[src/rtl/corr_search_sequencer_pkg.sv]
// Shared types, widths and default search geometry for the correlation search sequencer.
// Also holds the clipped-window helpers used when the fine pass is set up.
package corr_search_sequencer_pkg;

    localparam int COORD_W = 13;
    localparam int ARITH_W = 14;
    localparam int CORR_W  = 32;

    localparam int H_MAX_DEF  = 639;
    localparam int V_MAX_DEF  = 479;
    localparam int STEP_DEF   = 8;
    localparam int RADIUS_DEF = 7;

    typedef enum logic [2:0] {
        IDLE,
        C_ISSUE,
        C_WAIT,
        F_SETUP,
        F_ISSUE,
        F_WAIT,
        DONE
    } state_t;

    // Lower window edge: c - r, floored at 0 instead of wrapping.
    function automatic logic [COORD_W-1:0] win_lo(input logic [COORD_W-1:0] c,
                                                   input logic [ARITH_W-1:0] r);
        logic [ARITH_W-1:0] c_w;
        c_w = {1'b0, c};
        return (c_w >= r) ? COORD_W'(c_w - r) : '0;
    endfunction

    // Upper window edge: c + r, capped at lim; the extra bit keeps the sum exact.
    function automatic logic [COORD_W-1:0] win_hi(input logic [COORD_W-1:0] c,
                                                   input logic [ARITH_W-1:0] r,
                                                   input logic [ARITH_W-1:0] lim);
        logic [ARITH_W-1:0] s_w;
        s_w = {1'b0, c} + r;
        return (s_w > lim) ? COORD_W'(lim) : COORD_W'(s_w);
    endfunction

endpackage

[src/rtl/corr_search_sequencer_max_tracker.sv]
// Running maximum of correlation results with the coordinate that produced it.
// Strictly-greater update, so on ties the earliest visited point is kept.
module corr_max_tracker
    import corr_search_sequencer_pkg::*;
(
    input  logic               clk,
    input  logic               rst_n,
    input  logic               clear,
    input  logic               upd_en,
    input  logic [COORD_W-1:0] cand_x,
    input  logic [COORD_W-1:0] cand_y,
    input  logic [CORR_W-1:0]  cand_val,
    output logic [COORD_W-1:0] best_x,
    output logic [COORD_W-1:0] best_y,
    output logic [CORR_W-1:0]  best_val
);

    logic [COORD_W-1:0] best_x_q, best_x_d;
    logic [COORD_W-1:0] best_y_q, best_y_d;
    logic [CORR_W-1:0]  best_val_q, best_val_d;

    always_comb begin
        best_x_d   = best_x_q;
        best_y_d   = best_y_q;
        best_val_d = best_val_q;
        if (clear) begin
            best_x_d   = '0;
            best_y_d   = '0;
            best_val_d = '0;
        end else if (upd_en && (cand_val > best_val_q)) begin
            best_x_d   = cand_x;
            best_y_d   = cand_y;
            best_val_d = cand_val;
        end
    end

    always_ff @(posedge clk or negedge rst_n) begin
        if (!rst_n) begin
            best_x_q   <= '0;
            best_y_q   <= '0;
            best_val_q <= '0;
        end else begin
            best_x_q   <= best_x_d;
            best_y_q   <= best_y_d;
            best_val_q <= best_val_d;
        end
    end

    assign best_x   = best_x_q;
    assign best_y   = best_y_q;
    assign best_val = best_val_q;

endmodule

[src/rtl/corr_search_sequencer.sv]
// Two-pass correlation search: coarse grid over the frame, then a fine window
// around the coarse best. One engine job in flight at a time.
module corr_search_sequencer
    import corr_search_sequencer_pkg::*;
#(
    parameter int H_MAX  = H_MAX_DEF,
    parameter int V_MAX  = V_MAX_DEF,
    parameter int STEP   = STEP_DEF,
    parameter int RADIUS = RADIUS_DEF
) (
    input  logic               iCLK,
    input  logic               iRST_N,
    input  logic               iFrameDone,
    input  logic               iAbort,
    output logic               oCorrStart,
    output logic [COORD_W-1:0] oX,
    output logic [COORD_W-1:0] oY,
    input  logic               iCorrDone,
    input  logic [CORR_W-1:0]  iCorrValue,
    output logic [COORD_W-1:0] oXresult,
    output logic [COORD_W-1:0] oYresult,
    output logic [CORR_W-1:0]  oBestCorr,
    output logic               oBusy,
    output logic               oFinished
);

    localparam logic [ARITH_W-1:0] H_LIM  = ARITH_W'(H_MAX);
    localparam logic [ARITH_W-1:0] V_LIM  = ARITH_W'(V_MAX);
    localparam logic [ARITH_W-1:0] STEP_W = ARITH_W'(STEP);
    localparam logic [ARITH_W-1:0] RAD_W  = ARITH_W'(RADIUS);

    state_t             state_q, state_d;
    logic               frame_q;
    logic [COORD_W-1:0] x_q, x_d, y_q, y_d;
    logic [COORD_W-1:0] xlo_q, xlo_d, xhi_q, xhi_d, yhi_q, yhi_d;
    logic               start_q, start_d, busy_q, busy_d, fin_q, fin_d;
    logic               frame_rise, abort, trk_clear, trk_upd;
    logic [ARITH_W-1:0] x_step, y_step;
    logic [COORD_W-1:0] best_x, best_y;

    // frame_q resets high so a frame already valid at reset release is not an edge.
    assign frame_rise = iFrameDone & ~frame_q;
    assign abort      = busy_q & (iAbort | ~iFrameDone);
    assign x_step     = {1'b0, x_q} + STEP_W;
    assign y_step     = {1'b0, y_q} + STEP_W;

    always_comb begin
        state_d   = state_q;
        x_d       = x_q;
        y_d       = y_q;
        xlo_d     = xlo_q;
        xhi_d     = xhi_q;
        yhi_d     = yhi_q;
        trk_clear = 1'b0;
        trk_upd   = 1'b0;
        if (abort) begin
            state_d = IDLE;
        end else begin
            case (state_q)
                IDLE, DONE: begin
                    if (frame_rise) begin
                        state_d   = C_ISSUE;
                        x_d       = '0;
                        y_d       = '0;
                        trk_clear = 1'b1;
                    end
                end
                C_ISSUE: state_d = C_WAIT;
                C_WAIT: begin
                    if (iCorrDone) begin
                        trk_upd = 1'b1;
                        state_d = C_ISSUE;
                        if (x_step > H_LIM) begin
                            x_d = '0;
                            if (y_step > V_LIM) state_d = F_SETUP;
                            else                y_d     = COORD_W'(y_step);
                        end else begin
                            x_d = COORD_W'(x_step);
                        end
                    end
                end
                F_SETUP: begin
                    xlo_d   = win_lo(best_x, RAD_W);
                    xhi_d   = win_hi(best_x, RAD_W, H_LIM);
                    yhi_d   = win_hi(best_y, RAD_W, V_LIM);
                    x_d     = win_lo(best_x, RAD_W);
                    y_d     = win_lo(best_y, RAD_W);
                    state_d = F_ISSUE;
                end
                F_ISSUE: state_d = F_WAIT;
                F_WAIT: begin
                    if (iCorrDone) begin
                        trk_upd = 1'b1;
                        state_d = F_ISSUE;
                        if (x_q == xhi_q) begin
                            x_d = xlo_q;
                            if (y_q == yhi_q) state_d = DONE;
                            else              y_d     = y_q + COORD_W'(1);
                        end else begin
                            x_d = x_q + COORD_W'(1);
                        end
                    end
                end
                default: state_d = IDLE;
            endcase
        end
        start_d = (state_d == C_ISSUE) || (state_d == F_ISSUE);
        busy_d  = (state_d != IDLE) && (state_d != DONE);
        fin_d   = (state_d == DONE);
    end

    always_ff @(posedge iCLK or negedge iRST_N) begin
        if (!iRST_N) begin
            state_q <= IDLE;
            frame_q <= 1'b1;
            x_q     <= '0;
            y_q     <= '0;
            xlo_q   <= '0;
            xhi_q   <= '0;
            yhi_q   <= '0;
            start_q <= 1'b0;
            busy_q  <= 1'b0;
            fin_q   <= 1'b0;
        end else begin
            state_q <= state_d;
            frame_q <= iFrameDone;
            x_q     <= x_d;
            y_q     <= y_d;
            xlo_q   <= xlo_d;
            xhi_q   <= xhi_d;
            yhi_q   <= yhi_d;
            start_q <= start_d;
            busy_q  <= busy_d;
            fin_q   <= fin_d;
        end
    end

    corr_max_tracker u_tracker (
        .clk      (iCLK),
        .rst_n    (iRST_N),
        .clear    (trk_clear),
        .upd_en   (trk_upd),
        .cand_x   (x_q),
        .cand_y   (y_q),
        .cand_val (iCorrValue),
        .best_x   (best_x),
        .best_y   (best_y),
        .best_val (oBestCorr)
    );

    assign oCorrStart = start_q;
    assign oX         = x_q;
    assign oY         = y_q;
    assign oXresult   = best_x;
    assign oYresult   = best_y;
    assign oBusy      = busy_q;
    assign oFinished  = fin_q;

endmodule

[config.mk]
export PLATFORM = sky130hd
export DESIGN_NAME = corr_search_sequencer
export DESIGN_NICKNAME = d
export VERILOG_FILES = /design/src/rtl/corr_search_sequencer_pkg.sv /design/src/rtl/corr_search_sequencer_max_tracker.sv /design/src/rtl/corr_search_sequencer.sv
export SDC_FILE = /design/constraint.sdc
export NUM_CORES = 1
export LEC_CHECK = 0
export CAP_MARGIN = 0
export CORE_MARGIN = 4
export CORE_UTILIZATION = 40
export CTS_BUF_LIST = sky130_fd_sc_hd__clkbuf_16
export CTS_CLUSTER_SIZE = 30
export DETAILED_ROUTE_END_ITERATION = 7
export SLEW_MARGIN = 20
export SYNTH_ARGS = -nofsm -noshare
export SYNTH_HDL_FRONTEND = slang
export SYNTH_SLANG_ARGS = --single-unit
export TNS_END_PERCENT = 5
[constraint.sdc]
create_clock -name iCLK -period 2.3 [get_ports iCLK]
set_input_delay 0.46 -clock iCLK [delete_from_list [all_inputs] [get_ports iCLK]]
set_output_delay 0.46 -clock iCLK [all_outputs]
set_load 0.02 [all_outputs]
# == After elaboration in Yosys (flattened, before gate mapping) ==
# Cells that the tools add are included.
# op_classes
add_sub_neg,8
n_lt_le_gt_ge,7
n_eq_ne,19
mux,38
bitwise_logic,6
n_reduce_logical,12
# op_table
operator,n
2-to-1 mux 13 bit,19
case mux 13 bit (4 select lines),2
2-to-1 mux 32 bit,2
greater-than comparator 32 bit,1
adder 13 x 3 -> 14 bit (second input constant),2
adder 13 x 4 -> 14 bit (second input constant),2
greater-than comparator 14 x 10 -> 1 bit (second input constant),2
greater-than comparator 14 x 9 -> 1 bit (second input constant),2
adder 13 x 1 -> 13 bit (second input constant),2
equality test 13 bit,2
>= comparator 13 x 3 -> 1 bit (second input constant),2
subtractor 13 x 3 -> 13 bit (second input constant),2
case mux 3 bit (6 select lines),1
equality test 3 bit (second input constant),5
!= test 2 bit (second input constant),7
2-to-1 mux 3 bit,4
AND reduction 9 bit,1
2-to-1 mux 2 bit,4
equality test 3 x 1 -> 1 bit (second input constant),2
equality test 3 x 2 -> 1 bit (second input constant),2
2-to-1 mux 1 bit,6
AND reduction 5 bit,1
nonzero test 4 bit,1
OR reduction 2 bit,2
other kinds (10),14
# totals
regBits,130
inputBits,37
out_inout_bits,87

# == Depth between registers and ports, before layout ==
# depth
word_depth,9
ltp_mapped,12
ltp_nobuf,10

# == Hierarchy ==
# From an unflattened synthesis, not the netlist that was laid out.
# hier_totals
cells_unflattened,987
hier_area_um2,9090.0
# by_module_without_submodules
module,instances,cells_per_inst,area_per_inst_um2
corr_search_sequencer,1,618,5385.2
corr_max_tracker,1,369,3704.8

# == Least setup slack after synthesis ==
# No wires, ideal clock.
# synth_path
kind,register -> register
start,reg u_tracker.best_val_q[1] (netlist: u_tracker.best_val[1])
end,reg u_tracker.best_val_q[10] (netlist: u_tracker.best_val[10])
setup_time_ns,0.138
t_arrival_ns,2.513
path_slack_ns,-0.351
stages_incl_launch_ff,12
period_less_slack_ns,2.651
path_cell_list,dfrtp_1 inv_1 ha_1 nor2b_1 o21a_1 o21a_1 o21a_1 a311o_1 a21oi_1 clkbuf_1 buf_1 o22ai_1
# synth_via
elab_chain_len,3
# synth_rtl
element,line_no,source
"start, declared",corr_search_sequencer_max_tracker.sv:20,"logic [CORR_W-1:0] best_val_q, best_val_d;"
"start signal, assigned",corr_search_sequencer_max_tracker.sv:45,best_val_q <= best_val_d;
greater-than comparator 32 bit,corr_search_sequencer_max_tracker.sv:30,end else if (upd_en && (cand_val > best_val_q)) begin
logical AND 1 bit,corr_search_sequencer_max_tracker.sv:30,
nonzero test 2 bit (no line),-,
# Every way passes these cells.
# A chain may end at the register's enable or synchronous reset.

# == Final worst setup path ==
# layout_path
start,reg x_q[3] (netlist: oX[3])
end,reg y_q[12] (netlist: oY[12])
# layout_via
elab_chain_len,4
elab_cells_between_ends,6
classes_between,add/sub (1); order compare (1); eq/ne (3); reduce/logical (1)
# layout_rtl
element,line_no,source
"start, declared",corr_search_sequencer.sv:34,"logic [COORD_W-1:0] x_q, x_d, y_q, y_d;"
"start signal, assigned",corr_search_sequencer.sv:116,x_q <= '0;
"start signal, assigned",corr_search_sequencer.sv:127,x_q <= x_d;
adder 13 x 4 -> 14 bit,corr_search_sequencer.sv:44,"assign x_step = {1'b0, x_q} + STEP_W;"
greater-than comparator 14 x 10 -> 1 bit,corr_search_sequencer.sv:73,if (x_step > H_LIM) begin
!= test 2 bit (no line),-,
AND reduction 9 bit (no line) *,-,
"end signal, assigned",corr_search_sequencer.sv:128,y_q <= y_d;
"end, declared",corr_search_sequencer.sv:34,
# Mark *: on every way between the ends. The rest lies on a longest branch, timed or not.

==> metrics.yaml <==
ys_top_cells_by_count: "179 x nand2_1, 129 x dfrtp_1, 67 x o22ai_1"
synth_largest_area_cell: "dfrtp_1"
p_per_area_nw_per_um2: 1060
startpoint_type: "flop"
hold_viol: 1
clk_pin_slew_worst_paths_ps: 60
synth_nets: 1082
numCtsBuffers: 17
cts_tree: "done"
grt.total_usage_pct: 22.5
arrival_ps: 2700
cp_max_fo: 10
synth_most_common_cell: "nand2_1"
wl_per_cell_um: 18.1
crit_type: "flop to flop"
die_height_um: 154
antenna_found_initial: 0
finalClockSkew_ps: 7.37
pin_count: 124
maxCapViolCount: 0
violations: "hold timing, setup timing"
synth_cell_type_count: 71
drc: 0
cts_root_buffer: "clkbuf_16"
layout-drive-gt1-share_pct: 22.1
grt_pass1_wl_um: 43100
setup_violations: 71
grt_pass1_vias: 7921
grt_overflow: 0
synthTopCellsByArea: "dfrtp_1 38%, nand2_1 7.9%, ha_1 6.3%"
die_area_um2: 23600
cp-end-kind: "flop"
grt_max_degree: 59
clock.fmax_ghz: 0.418
async_flop_share_pct: 100
status: "finished, violations left"
drt-initial-drc-count: 681
synthFlopType: "dfrtp_1"
core-area_um2: 21000
min_period_ps: 2390
nFillCells: 1911
synth_top_area_share_pct: 38.0
power_w: 0.0128
yosys_warnings: 0
clk_latency_ps: 420
ys_ff_latch: 130
synth-edff-count: 0
vias_per_cell: 5.44
hp-class: "input pin to asynchronous set/reset pin"
row_count: 53
final_nets: 1298
diodes: 0
postCtsHoldBufs: 0
finalMaxSlewViolations: 0
vias: 8181
synth.avg_cell_area_um2: 8.47
synthCells: 1002
ir_drop_mv: 0.547
tightest_slew_ps: 522
rsz0062_at_grt: "true"
areaGrowthSynthToFinish_pct: 41.8
routed_wl_um: 27200
drtAntennaViolNets: 0
die-width_um: 154
io_buffers: 123
p_leak_nw: 5.12
start_util_pct: 40.5
fin_hold_ws_ps: -2.14
synth_area_um2: 8490
required_ps: 2610
cts.sinks: 130
setup_slack_ps: -90.4
htreeDepth: 4
setup_tns_ps: -2430
yosysSeqAreaShare_pct: 38.3
post-route-period-util_pct: 104
relSlewSlack_pct: 65.2
gp_congestion: 0.873
first_pass_iters: 5
hpwl_um: 19100
clock_path_buffers: 2
==> logic make-up (layout without fill, tap and decap cells) <==
family / after synthesis / in the layout / share of synthesized area, %
flops: 130 / 130 / 38.3
buf+inv: 123 / 351 / 6.01
mux: 16 / 16 / 2.02
fa+ha+maj: 43 / 43 / 6.34
xor+xnor: 77 / 77 / 7.94
simple gates: 368 / 368 / 20.6
compound gates: 245 / 245 / 18.8
==> state kept, by name, summed over array words and instances (netlist names) <==
signal	count
frame_q	1
oBusy	1
oCorrStart	1
oFinished	1
oX	13
oY	13
state_q	3
u_tracker.best_val	32
u_tracker.best_x	13
u_tracker.best_y	13
xhi_q	13
xlo_q	13
yhi_q	13
==> metal layers <==
layer / GRT usage (%) / vias up / share of wire [%] / wire (µm)
met5: 0 / - / 0 / 0
met4: 5.72 / 0 / 1.5 / 409
met3: 4.90 / 31 / 6.3 / 1730
met2: 34.0 / 264 / 45 / 12200
met1: 33.0 / 3946 / 47 / 12900
li1: - / 3940 / - / -
==> where the power goes <==
part           switching [W]  internal (W)  leakage (nW)
clock               0.000992       0.00155         0.285
sequential          0.000550       0.00289          1.68
combinational        0.00361       0.00317          3.16
==> worst paths after layout <==
path / from / end / slack [ps] / cells after the start
setup / recovery: oX[3] / oY[12] / -90 / 11
hold / removal: iRST_N / oY[11] / -2 / 1
setup reg to reg: oX[3] / oY[12] / -90 / 11
hold reg to reg: xlo_q[4] / xlo_q[4] / 480 / 2
max in group asynchronous: iRST_N / u_tracker.best_val[29] / 1640 / 2
min in group iCLK: iCorrValue[4] / u_tracker.best_val[4] / 350 / 3
==> critical path, stage by stage, from the launching register on <==
cell and delay, ps:
dfrtp_2 430, ha_1 170, nand2_1 60, or3_4 340, a32oi_2 190, or4_4 170, nand2b_4 60, nor4bb_4 280
buf_4 190, buf_8 140, o21ai_1 70, a22o_1 180
==> metrics by stage <==
stage,hold WS (ps),setup slack (ps),area (µm²),utilization [%],instances
after floorplan,164,-96.8,8590,-,1002
after global placement,451,-664,10900,52.1,1457
after detailed placement,457,-686,10900,52.1,1457
after CTS,13.3,-106,11600,55.6,1500
after global routing,34.1,-243,12000,57.4,1505
final,-2.14,-90.4,12000,57.4,1505
==> repair_timing <==
action | in CTS | in global routing
setup endpoints to repair | 74 | 93
pin swaps | 13 | 24
gates cloned | 2 | 2
setup buffers | 10 | 3
resized for setup | 21 | 58
==> cell usage in the layout, fill, tap and decap left out, types with 6 or more instances in the layout <==
cell / netlist / final
a21o_1: 10 / 10
a21oi_1: 45 / 40
a31oi_1: 9 / 8
and2_1: 10 / 10
buf_12: 0 / 9
buf_4: 6 / 133
buf_6: 0 / 6
clkbuf_16: 0 / 19
clkdlybuf4s50_1: 0 / 112
dfrtp_1: 129 / 113
dfrtp_2: 0 / 16
dlymetal6s2s_1: 0 / 7
ha_1: 43 / 33
ha_4: 0 / 7
inv_1: 46 / 48
mux2i_1: 13 / 13
nand2_1: 179 / 177
nand2b_1: 9 / 8
nand3_1: 21 / 21
nand4_1: 18 / 18
nor2_1: 62 / 61
nor2b_1: 9 / 7
nor3_1: 18 / 17
o21a_1: 8 / 8
o21ai_0: 40 / 37
o21ai_1: 8 / 11
o22ai_1: 67 / 40
o22ai_2: 0 / 24
o31ai_1: 17 / 17
xnor2_1: 38 / 38
xor2_1: 39 / 39
==> layout make-up <==
class | count | area, µm² | share of cell area, %
clock buffer | 17 | 425 | 3.53
clock inverter | 14 | 110 | 0.915
inverter | 46 | 173 | 1.43
multi-input combinational | 749 | 5130 | 42.6
sequential | 130 | 3270 | 27.2
tap | 275 | 344 | 2.86
timing repair buffer | 274 | 2580 | 21.4
No activity file was read; power rests on OpenSTA's default activity.
